--- config.mk ---
export PLATFORM = sky130hd
export DESIGN_NAME = rps_round_referee
export DESIGN_NICKNAME = d
export VERILOG_FILES = /design/src/rtl/rps_round_referee.sv
export SDC_FILE = /design/constraint.sdc
export NUM_CORES = 1
export LEC_CHECK = 0
export BUFFER_PORTS_ARGS = -buffer_cell sky130_fd_sc_hd__buf_2
export CAP_MARGIN = 20
export CORE_ASPECT_RATIO = 0.6
export CORE_MARGIN = 2
export CORE_UTILIZATION = 35
export CTS_CLUSTER_DIAMETER = 40
export DETAILED_ROUTE_END_ITERATION = 16
export PLACE_DENSITY = 0.52
export SETUP_SLACK_MARGIN = 0.2
export SLEW_MARGIN = 20
export SYNTH_ARGS = -nofsm -noshare
export SYNTH_HDL_FRONTEND = slang
export SYNTH_SLANG_ARGS = --single-unit
--- constraint.sdc ---
create_clock -name clock -period 2.29 [get_ports clock]
set_clock_uncertainty 0.05 [all_clocks]
set_input_delay 0.687 -clock clock [delete_from_list [all_inputs] [get_ports clock]]
set_output_delay 0.687 -clock clock [all_outputs]
set_load 0.005 [all_outputs]
--- src/rtl/rps_round_referee.sv ---
// Player-side round controller for the rock-paper-scissors predictor.
// Synchronises PLAY, judges each round, strobes commit and keeps the score.
module rps_round_referee #(
   parameter int unsigned SETTLE     = 4,
   parameter int unsigned WIN_TARGET = 5
) (
   input  logic       clock,
   input  logic       reset,
   input  logic       play_n,
   input  logic [1:0] user,
   input  logic [1:0] ai_choice,
   output logic       commit,
   output logic [1:0] user_move,
   output logic [1:0] result,
   output logic [7:0] user_score,
   output logic [7:0] ai_score,
   output logic [7:0] rounds,
   output logic       busy,
   output logic       bad_move,
   output logic       game_over
);

   localparam logic [1:0] MV_ROCK     = 2'b00;
   localparam logic [1:0] MV_SCISSORS = 2'b01;
   localparam logic [1:0] MV_PAPER    = 2'b10;
   localparam logic [1:0] MV_BAD      = 2'b11;

   localparam logic [1:0] RES_NONE = 2'b00;
   localparam logic [1:0] RES_USER = 2'b01;
   localparam logic [1:0] RES_AI   = 2'b10;
   localparam logic [1:0] RES_TIE  = 2'b11;

   localparam logic [3:0] SETTLE_LAST = 4'(SETTLE - 1);
   localparam logic [8:0] TARGET      = 9'(WIN_TARGET);

   typedef enum logic [2:0] {
      S_IDLE,
      S_SAMPLE,
      S_JUDGE,
      S_COMMIT,
      S_RELEASE,
      S_OVER
   } state_t;

   state_t state, state_nx;

   function automatic logic [1:0] judge(
      input logic [1:0] u,
      input logic [1:0] a
   );
      logic [1:0] r;
      r = RES_AI;
      if (u == MV_BAD)
         r = RES_NONE;
      else if (u == a)
         r = RES_TIE;
      else if (a == MV_BAD)
         r = RES_USER;
      else if ((u == MV_ROCK     && a == MV_SCISSORS) ||
               (u == MV_SCISSORS && a == MV_PAPER)    ||
               (u == MV_PAPER    && a == MV_ROCK))
         r = RES_USER;
      return r;
   endfunction

   // Key path: capture flop plus two synchronisers, all idling high.
   logic       key_q;
   logic       sync_1;
   logic       sync_2;
   logic       sync_2_d;
   logic [2:0] fill;
   logic       armed;
   logic       press;

   always_ff @(posedge clock) begin
      if (reset) begin
         key_q    <= 1'b1;
         sync_1   <= 1'b1;
         sync_2   <= 1'b1;
         sync_2_d <= 1'b1;
         fill     <= '0;
         armed    <= 1'b0;
      end else begin
         key_q    <= play_n;
         sync_1   <= key_q;
         sync_2   <= sync_1;
         sync_2_d <= sync_2;
         fill     <= {fill[1:0], 1'b1};
         // Only a released key, seen after the reset values flushed, arms.
         if (fill[2] && sync_2)
            armed <= 1'b1;
      end
   end

   assign press = armed && !sync_2 && sync_2_d;

   logic [3:0] settle_cnt;
   logic [1:0] ai_move;
   logic [1:0] round_res;
   logic       user_hit;
   logic       ai_hit;
   logic       win_hit;

   assign round_res = judge(user_move, ai_move);
   assign user_hit  = ({1'b0, user_score} + 9'd1) == TARGET;
   assign ai_hit    = ({1'b0, ai_score} + 9'd1) == TARGET;
   assign win_hit   = (round_res == RES_USER && user_hit) ||
                      (round_res == RES_AI   && ai_hit);

   always_ff @(posedge clock) begin
      if (reset)
         state <= S_IDLE;
      else
         state <= state_nx;
   end

   always_comb begin
      state_nx = state;
      unique case (state)
         S_IDLE:
            if (press)
               state_nx = S_SAMPLE;
         S_SAMPLE:
            if (settle_cnt == SETTLE_LAST)
               state_nx = S_JUDGE;
         S_JUDGE:
            if (user == MV_BAD)
               state_nx = S_RELEASE;
            else
               state_nx = S_COMMIT;
         S_COMMIT:
            if (win_hit)
               state_nx = S_OVER;
            else
               state_nx = S_RELEASE;
         S_RELEASE:
            if (sync_2)
               state_nx = S_IDLE;
         S_OVER:
            state_nx = S_OVER;
         default:
            state_nx = S_IDLE;
      endcase
   end

   always_ff @(posedge clock) begin
      if (reset) begin
         settle_cnt <= '0;
         user_move  <= MV_ROCK;
         ai_move    <= MV_ROCK;
         result     <= RES_NONE;
         commit     <= 1'b0;
         bad_move   <= 1'b0;
         user_score <= '0;
         ai_score   <= '0;
         rounds     <= '0;
      end else begin
         commit   <= 1'b0;
         bad_move <= 1'b0;

         if (state == S_IDLE)
            settle_cnt <= '0;
         else if (state == S_SAMPLE)
            settle_cnt <= settle_cnt + 4'd1;

         if (state == S_JUDGE) begin
            user_move <= user;
            ai_move   <= ai_choice;
            result    <= judge(user, ai_choice);
            if (user == MV_BAD)
               bad_move <= 1'b1;
            else
               commit <= 1'b1;
         end

         if (state == S_COMMIT) begin
            if (rounds != 8'hFF)
               rounds <= rounds + 8'd1;
            if (round_res == RES_USER)
               user_score <= user_score + 8'd1;
            if (round_res == RES_AI)
               ai_score <= ai_score + 8'd1;
         end
      end
   end

   assign busy      = !(state == S_IDLE || state == S_OVER);
   assign game_over = (state == S_OVER);

endmodule

==> flow_summary.json, run 1 <==
{
  "synthSimpleGateAreaFrac_pct": 26.7,
  "synthCells": 256,
  "die_h_um": 65.2,
  "status": "finished clean",
  "nFillCells": 616,
  "nets": 308,
  "yosysMostFrequentCell": "dfxtp_1",
  "grt_max_degree": 30,
  "finalHoldViolCount": 0,
  "clk_pin_slew_ns": 0.09,
  "drcViolationCount": 0,
  "cap_violations": 0,
  "fin_ws_ns": 0.327,
  "grt_pass1_wl_um": 8250,
  "syn-cell-area_sq_mm": 0.00218,
  "antenna_found_initial": 0,
  "dr.pass1.iters": 4,
  "start_util_pct": 35.9,
  "yosys.area.top_type_share_pct": 43.1,
  "peakVddDrop_mv": 0.288,
  "coreArea_sq_mm": 0.00608,
  "synthTopCellsByArea": "dfxtp_1 (43%), xnor2_1 (4.8%), nor2_1 (4.6%), a21oi_1 (4.6%), nand2_1 (4.0%)",
  "worstHoldPathCells": 1,
  "clockRootBuffer": "clkbuf_8",
  "syn_to_final_growth_pct": 18.7,
  "wl_um": 4770,
  "synth_top_family_by_area": "simple AND/OR/NAND/NOR gates",
  "overflow": 0,
  "port_buffers": 38,
  "setup_violations": 0,
  "placementRows": 22,
  "rsz0062_at_grt": "no",
  "cts-buffers-inserted": 5,
  "fin_crit_sh_pct": 85.7,
  "yosysTopAreaCell": "dfxtp_1",
  "setup_tns_ns": 0,
  "r2r-start": "user_score[0]",
  "ioPinCount": 39,
  "worstHoldEndpoint": "sync_1",
  "leakagePower_uw": 0.00104,
  "cp.arrival_ns": 2.12,
  "cts_htree_levels": 2,
  "max-slew-margin-rel_pct": 66.1,
  "start_kind": "register",
  "synthMuxAreaShare_pct": 0.917,
  "crit_required_ns": 2.45,
  "power_uw": 1450,
  "tritoncts": "yes",
  "fin_crit_ns": 1.96,
  "end_kind": "register",
  "grt_util_all_layers_pct": 14.7,
  "placed_cell_area_sq_mm": 0.00248,
  "syn_area_per_cell_sq_um": 8.53,
  "critPathKind": "register to register",
  "yosysSeqAreaShare_pct": 43.1,
  "synth-edff-count": 0,
  "antenna_cells": 0,
  "synth_cell_types": 45,
  "synth_compound_area_share_pct": 14.0,
  "hold_class": "register to register",
  "clockBufferDepth": 2,
  "layout-drive-gt1-share_pct": 20.0,
  "power_density_mw_per_mm2": 560,
  "wl_per_cell_um": 12.6,
  "min_from": "key_q",
  "async_reset_ff_share_pct": 0,
  "fin_area_sq_mm": 0.00259,
  "drt_iter0_markers": 104,
  "synth_common_cells": "dfxtp_1 (47), nor2_1 (27), nand2_1 (23)",
  "synth-seq-cells": 47,
  "finalMaxSlewViolations": 0,
  "grt_pass1_vias": 1655,
  "die_w_um": 106,
  "die_area_sq_mm": 0.00691,
  "dp_hpwl_um": 3330,
  "path_max_fanout": 5,
  "worstRegToRegCells": 5,
  "worstMarginPinSlew_ns": 0.505,
  "place.gp.congestion": 0.731,
  "ys_warn_count": 0,
  "rrSetupSlack_ns": 0.33,
  "yosys.area_share.adder_pct": 3.44,
  "hold_slack_ns": 0.364,
  "vias": 1908,
  "synth_nets": 269,
  "ant_nets": 0,
  "cts_sinks": 47,
  "drt-vias-per-instance": 5.03,
  "ys.flop_type": "dfxtp_1",
  "dp_slack_ns": 0.344,
  "synth_xor_xnor_area_share_pct": 8.02,
  "reg2reg_to": "state[0]",
  "timing.fmax_mhz": 510,
  "clk_latency_ns": 0.29,
  "hold_buffers": 0
}
==> report_power, final <==
part           leakage (uW)  total (uW)  internal, uW  switching [uW]
clock network     0.0000502         587           319             268
logic              0.000613        39.3          14.7            24.6
registers          0.000381         824           822            1.64
==> layout by cell type, fill, tap and decap left out, types with 5 or more instances in the layout <==
| cell | synthesis | final |
|---|---|---|
| a21oi_1 | 20 | 20 |
| buf_2 | 1 | 38 |
| clkbuf_8 | 0 | 5 |
| dfxtp_1 | 47 | 46 |
| ha_1 | 6 | 6 |
| inv_1 | 9 | 9 |
| nand2_1 | 23 | 23 |
| nand3_1 | 8 | 8 |
| nand4_1 | 6 | 6 |
| nor2_1 | 27 | 27 |
| nor3_1 | 10 | 10 |
| o21ai_0 | 9 | 9 |
| or2_2 | 5 | 5 |
| or3_1 | 6 | 6 |
| xnor2_1 | 12 | 12 |
| xor2_1 | 8 | 8 |
==> flip-flops by register name, summed over array words and instances (netlist names), 3 cells and up <==
register,count
settle_cnt,4
rounds,8
ai_score,8
state,3
user_score,8
fill,3
==> kinds of logic after synthesis <==
group           after synthesis
compound gates               49
xor+xnor                     20
fa+ha+maj                     6
buf+inv                      21
flops                        47
mux                           2
simple gates                111
==> worst max path at each step <==
stage,startpoint,to,depth (start not counted)
final,user_score[0],state[0],5
after global routing,user_score[3],state[0],5
after CTS,state[1],game_over,3
after detailed placement,user_score[0],state[0],5
after global placement,user_score[3],state[0],5
after floorplan,user_score[0],state[0],5
==> layer usage <==
layer | up-vias | share of wire, % | track usage (%)
li1 | 985 | - | -
met1 | 875 | 57 | 23.2
met2 | 46 | 37 | 19.4
met3 | 2 | 5.7 | 3.97
met4 | 0 | 0.42 | 2.96
met5 | - | 0 | 0
==> layout make-up <==
type	count	area (sq um)	share of cell area (%)
Timing Repair Buffer	43	240	9.27
Tap cell	84	105	4.06
Inverter	10	38.8	1.50
Clock inverter	2	37.5	1.45
Sequential cell	47	942	36.4
Multi-Input combinational cell	188	1160	44.7
Clock buffer	5	68.8	2.66
==> stage by stage <==
stage,cells,util (%)
finish,379,42.6
global placement,372,40.8
detailed placement,372,40.8
global route,379,42.6
CTS,379,42.6
floorplan,256,-
==> what timing repair did <==
action / in CTS / in global routing
buffers inserted: 0 / 0
resized for setup: 1 / 1
endpoints found under the setup margin: 1 / 1
==> worst max-delay path: stages, from the launching register on <==
cell      delay [ns]
dfxtp_1         0.36
inv_1           0.10
ha_1            0.15
or4b_1          0.43
or4_1           0.52
a311oi_1        0.28
Note: power is estimated with default switching activity, not from simulation.
==> run 2: changes to the inputs <==
--- a/config.mk
+++ b/config.mk
@@ -7,5 +7,6 @@
 export LEC_CHECK = 0
+export ABC_AREA = 1
 export BUFFER_PORTS_ARGS = -buffer_cell sky130_fd_sc_hd__buf_2
 export CAP_MARGIN = 20
-export CORE_ASPECT_RATIO = 0.6
+export CORE_ASPECT_RATIO = 0.7
 export CORE_MARGIN = 2
==> constraint.sdc (replaced) <==
create_clock -name clock -period 2.29 [get_ports clock]
set_clock_uncertainty 0.05 [all_clocks]
set_input_delay 0.229 -clock clock [delete_from_list [all_inputs] [get_ports clock]]
set_output_delay 0.229 -clock clock [all_outputs]
set_load 0.005 [all_outputs]
==> flow_summary.json, run 2 <==
{
  "status": "finished clean",
  "worstHoldEndpoint": "key_q",
  "cts_setup_buffers": 0,
  "wl_per_cell_um": 11.9,
  "grt_pass1_vias": 1900,
  "cts-buffers-inserted": 5,
  "finalHoldViolCount": 0,
  "drt_iter0_markers": 126,
  "reg2reg_to": "state[0]",
  "finalMaxSlewViolations": 0,
  "grt_max_degree": 17,
  "async_reset_ff_share_pct": 0,
  "path_max_fanout": 4,
  "synth_cell_types": 34,
  "worstRegToRegCells": 11,
  "crit_required_ns": 2.47,
  "max-slew-margin-rel_pct": 71.9,
  "path_cells": "ha_1, nand3_1, o21ai_0, nand2_1, nor2_1, nand3_1, nand2_1, nand2_1, nand2_1, nand2_1, a21oi_1",
  "yosys.area.top_type_share_pct": 40.7,
  "syn-cell-area_sq_mm": 0.00231,
  "ant_nets": 0,
  "cpPeakStageDelay_ns": 0.39,
  "fin_area_sq_mm": 0.00272,
  "synth_common_cells": "nand2_1 (75), dfxtp_1 (47), inv_1 (44)",
  "nets": 384,
  "drcViolationCount": 0,
  "hold_buffers": 0,
  "synthTopCellsByArea": "dfxtp_1 (41%), nand2_1 (12%), inv_1 (7.1%), a21oi_1 (6.5%), o21ai_0 (5.4%)",
  "synth-edff-count": 0,
  "dr.pass1.iters": 4,
  "coreArea_sq_mm": 0.00631,
  "synth-seq-cells": 47,
  "rsz0062_at_grt": "no",
  "peakVddDrop_mv": 0.259,
  "r2r-start": "user_score[1]",
  "fin_crit_ns": 1.69,
  "die_h_um": 72.0,
  "final_common_cell": "nand2_1",
  "tritoncts": "yes",
  "power_density_mw_per_mm2": 620,
  "drt-vias-per-instance": 4.74,
  "slowest_stage": "dfxtp_1",
  "synth_nets": 343,
  "layout_common_cells": "nand2_1 (75), dfxtp_1 (47), inv_1 (44)",
  "rrSetupSlack_ns": 0.60,
  "port_buffers": 38,
  "yosysSeqAreaShare_pct": 40.7,
  "synthCells": 330,
  "ys_warn_count": 0,
  "power_uw": 1680,
  "yosysTopAreaCell": "dfxtp_1",
  "syn_to_final_growth_pct": 17.5,
  "cts_htree_levels": 2,
  "cp_top_family": "simple AND/OR/NAND/NOR gates",
  "setup_violations": 0,
  "clk_pin_slew_ns": 0.09,
  "clockRootBuffer": "clkbuf_8",
  "placed_cell_area_sq_mm": 0.00258,
  "ioPinCount": 39,
  "end_kind": "register",
  "overflow": 0,
  "fin_crit_sh_pct": 73.7,
  "leakagePower_uw": 0.00121,
  "critPathKind": "register to register",
  "setup_tns_ns": 0,
  "grt_util_all_layers_pct": 15.5,
  "cap_violations": 0,
  "syn_area_per_cell_sq_um": 7.01,
  "ys.flop_type": "dfxtp_1",
  "critPathMostFrequentCell": "nand2_1",
  "ctsResizeCount": 0,
  "cts_sinks": 47,
  "dp_hpwl_um": 3920,
  "top_regs": "ai_score: 8 flops, rounds: 8 flops, user_score: 8 flops",
  "yosysMostFrequentCell": "nand2_1",
  "wl_um": 5340,
  "worstHoldPathCells": 2,
  "critPathBufInv": 0,
  "fin_util_pct": 43.1,
  "clockBufferDepth": 2,
  "clk_latency_ns": 0.30,
  "start_util_pct": 36.7,
  "grt_pass1_wl_um": 9060,
  "worstMarginPinSlew_ns": 0.421,
  "cp.arrival_ns": 1.86,
  "placementRows": 24,
  "timing.fmax_mhz": 593,
  "antenna_found_initial": 0,
  "place.gp.congestion": 0.819,
  "antenna_cells": 0,
  "die_area_sq_mm": 0.00728,
  "start_kind": "register",
  "min_from": "play_n",
  "vias": 2135,
  "layout-drive-gt1-share_pct": 17.5,
  "die_w_um": 101,
  "hold_class": "input port to register"
}
==> run 2: cell types whose count changed after synthesis, moves of 7 or more <==
cell / previous run / this run
nand2_1: 23 / 75
inv_1: 9 / 44
o21ai_0: 9 / 25
nand3_1: 8 / 21
xnor2_1: 12 / 1
a21oi_1: 20 / 30
nor3_1: 10 / 3
==> run 2: cells by family after synthesis <==
kind of cell / count (synthesis) / synth area share (%)
simple gates: 150 / 28.6
fa+ha+maj: 6 / 3.25
xor+xnor: 3 / 1.14
compound gates: 68 / 16.7
flops: 47 / 40.7
buf+inv: 56 / 9.63
==> run 2: cell type report <==
class / count / area [sq um]
well taps: 78 / 97.6
inverters: 49 / 184
clock buffers: 6 / 72.6
clock inverters: 2 / 60.1
flip-flops and latches: 47 / 941
fillers: 697 / 3590
multi-input cells: 227 / 1150
repair buffers: 41 / 213
==> run 2: worst register-to-register path, stage by stage, from the launching register on <==
cell	delay [ns]
dfxtp_1	0.39
ha_1	0.23
nand3_1	0.13
o21ai_0	0.19
nand2_1	0.09
nor2_1	0.10
nand3_1	0.09
nand2_1	0.07
nand2_1	0.05
nand2_1	0.05
nand2_1	0.05
a21oi_1	0.13
==> run 2: worst max path at each step <==
| stage | startpoint | to | slack, ns | cells after the start |
|---|---|---|---|---|
| after floorplan | user_score[0] | state[0] | 0.83 | 11 |
| after global placement | user_score[1] | state[0] | 0.60 | 11 |
| after detailed placement | ai_score[1] | state[0] | 0.61 | 11 |
| after CTS | ai_score[1] | state[0] | 0.58 | 11 |
| after global routing | user_score[1] | state[0] | 0.36 | 11 |
| final | user_score[1] | state[0] | 0.60 | 11 |
==> run 2: through the flow <==
step	hold slack, ns	setup WS [ns]	std cells
after detailed placement	0.348	0.611	442
after CTS	0.0794	0.580	450
after floorplan	0.272	0.827	330
final	0.0844	0.603	450
after global placement	0.340	0.604	442
after global routing	0.0851	0.364	450
==> run 2: routing by layer <==
layer / share of wire (%) / vias to the layer above / GRT usage [%] / routed length (um)
met2: 40 / 34 / 21.0 / 2130
li1: - / 1156 / - / -
met4: 0.47 / 0 / 4.05 / 25
met1: 56 / 943 / 24.3 / 2960
met3: 4.1 / 2 / 3.76 / 219
met5: 0 / - / 0 / 0
==> run 2: power breakdown <==
group / switching (uW) / internal, uW / total [uW] / leakage (uW)
sequential: 9.81 / 829 / 839 / 0.000380
clock: 279 / 436 / 716 / 0.0000654
combinational: 83.4 / 45.4 / 129 / 0.000763
total: 373 / 1310 / 1680 / 0.00121
==> run 3: changes to the inputs <==
Clock period 2.29 ns to 1.7 ns, I/O delays scaled along.
==> flow_summary.json, run 3 (synthesis gave the netlist of run 2 again) <==
{
  "netSwitchingFraction_pct": 22.7,
  "die_area_sq_mm": 0.00728,
  "power_density_mw_per_mm2": 780,
  "cts-buffers-inserted": 5,
  "coreArea_sq_mm": 0.00631,
  "top_regs": "ai_score: 8 flops, rounds: 8 flops, user_score: 8 flops",
  "p_sw_uw": 519,
  "dr.pass1.iters": 4,
  "place.gp.congestion": 0.778,
  "fin_crit_sh_pct": 88.7,
  "fin_crit_ns": 1.51,
  "tritoncts": "yes",
  "grt_util_all_layers_pct": 14.7,
  "cap_violations": 0,
  "start_kind": "register",
  "crit_required_ns": 1.89,
  "grt_max_degree": 22,
  "place_inst": 444,
  "die_h_um": 72.0,
  "clk_pin_slew_ns": 0.09,
  "syn_to_final_growth_pct": 26.8,
  "hold_class": "input port to register",
  "antenna_found_initial": 0,
  "critPathKind": "register to register",
  "fin_ws_ns": 0.193,
  "cpPeakStageDelay_ns": 0.39,
  "port_buffers": 38,
  "vias": 2159,
  "wl_um": 5230,
  "rsz0062_at_grt": "yes",
  "grt_pass1_wl_um": 8740,
  "nets": 391,
  "slowest_stage": "dfxtp_4",
  "hold_buffers": 0,
  "overflow": 0,
  "critPathMostFrequentCell": "nand2_1",
  "dp_slack_ns": 0.0227,
  "final_common_cell": "nand2_1",
  "finalMaxSlewViolations": 0,
  "die_w_um": 101,
  "worstMarginPinSlew_ns": 0.294,
  "dp_hpwl_um": 3790,
  "drcViolationCount": 0,
  "path_cells": "ha_4, inv_1, nand2_1, nand3_1, nor3_2, nand3_1, nand2_1, nand2_1, nand2_1, nand2_1, a21oi_2",
  "status": "finished clean",
  "wl_per_cell_um": 11.4,
  "finalHoldViolCount": 0,
  "peakVddDrop_mv": 0.560,
  "drt-vias-per-instance": 4.72,
  "grt_pass1_vias": 1890,
  "leakagePower_uw": 0.00127,
  "finalNonFillerCells": 457,
  "cts_sinks": 47,
  "p_int_uw": 1770,
  "start_util_pct": 36.7,
  "clockBufferDepth": 2,
  "ioPinCount": 39,
  "comb_power_share_pct": 8.7,
  "p_seq_share_pct": 49.0,
  "layout-drive-gt1-share_pct": 29.6,
  "ant_nets": 0,
  "drt_iter0_markers": 62,
  "layout_common_cells": "nand2_1 (74), inv_1 (42), buf_2 (38)",
  "placementRows": 24,
  "clockRootBuffer": "clkbuf_8",
  "timing.fmax_mhz": 663,
  "setup_violations": 0,
  "clk_latency_ns": 0.29,
  "setup_tns_ns": 0,
  "cp.arrival_ns": 1.69,
  "cts_htree_levels": 2,
  "clockPowerShare_pct": 42.3,
  "end_kind": "register",
  "max-slew-margin-rel_pct": 80.4,
  "antenna_cells": 0,
  "path_max_fanout": 4
}
-- run 3: path summary, 6_finish.rpt --
check                      from       end  slack, ns  cells after the start
setup reg to reg  user_score[1]  state[0]       0.19                     11
hold / removal           play_n     key_q       0.03                      2
hold reg to reg         fill[1]   fill[2]       0.36                      2
setup / recovery  user_score[1]  state[0]       0.19                     11
-- run 3: critical path, delay by kind of cell, from the launching register on --
kind            cells  cell delay, ns
buf+inv             1            0.04
flops               1            0.39
simple gates        8            0.71
fa+ha+maj           1            0.15
compound gates      1            0.12
-- run 3: metal layers --
metal / routed length (um) / global-route usage (%) / vias to the layer above
met5: 0 / 0 / -
met4: 25 / 2.55 / 0
met3: 200 / 3.56 / 2
met2: 2120 / 21.6 / 38
met1: 2880 / 22.2 / 957
li1: - / - / 1162
-- run 3: final cells by class --
class / instances / area, sq um
Sequential cell: 47 / 978
Fill cell: 649 / 3370
Tap cell: 78 / 97.6
Clock buffer: 6 / 72.6
Multi-Input combinational cell: 227 / 1270
Inverter: 49 / 186
Timing Repair Buffer: 48 / 269
Clock inverter: 2 / 60.1
-- run 3: power groups by stage --
| stage | Clock, uW | Combinational, uW | Sequential, uW |
|---|---|---|---|
| 2_1_floorplan | 0 | 124 | 1150 |
| 3_3_place_gp | 0 | 173 | 1160 |
| 3_5_place_dp | 0 | 175 | 1150 |
| 4_1_cts | 994 | 183 | 1130 |
| 5_1_grt | 1040 | 230 | 1120 |
| 6_report | 969 | 199 | 1120 |
-- run 3: timing repair --
item / CTS / global route
buffers inserted: 2 / 3
gates resized for setup: 24 / 34
gates cloned: 0 / 0
setup endpoints to repair: 15 / 26
pin swaps: 4 / 7
-- run 3: through the flow --
step | power, uW | hold WS (ns) | cell area, sq um | utilization, %
after floorplan | 1280 | 0.213 | 2310 | -
after global placement | 1330 | 0.326 | 2600 | 41.2
after detailed placement | 1330 | 0.326 | 2600 | 41.2
after CTS | 2310 | 0.0196 | 2830 | 44.8
after global routing | 2400 | 0.0113 | 2930 | 46.5
final | 2290 | 0.0263 | 2930 | 46.5
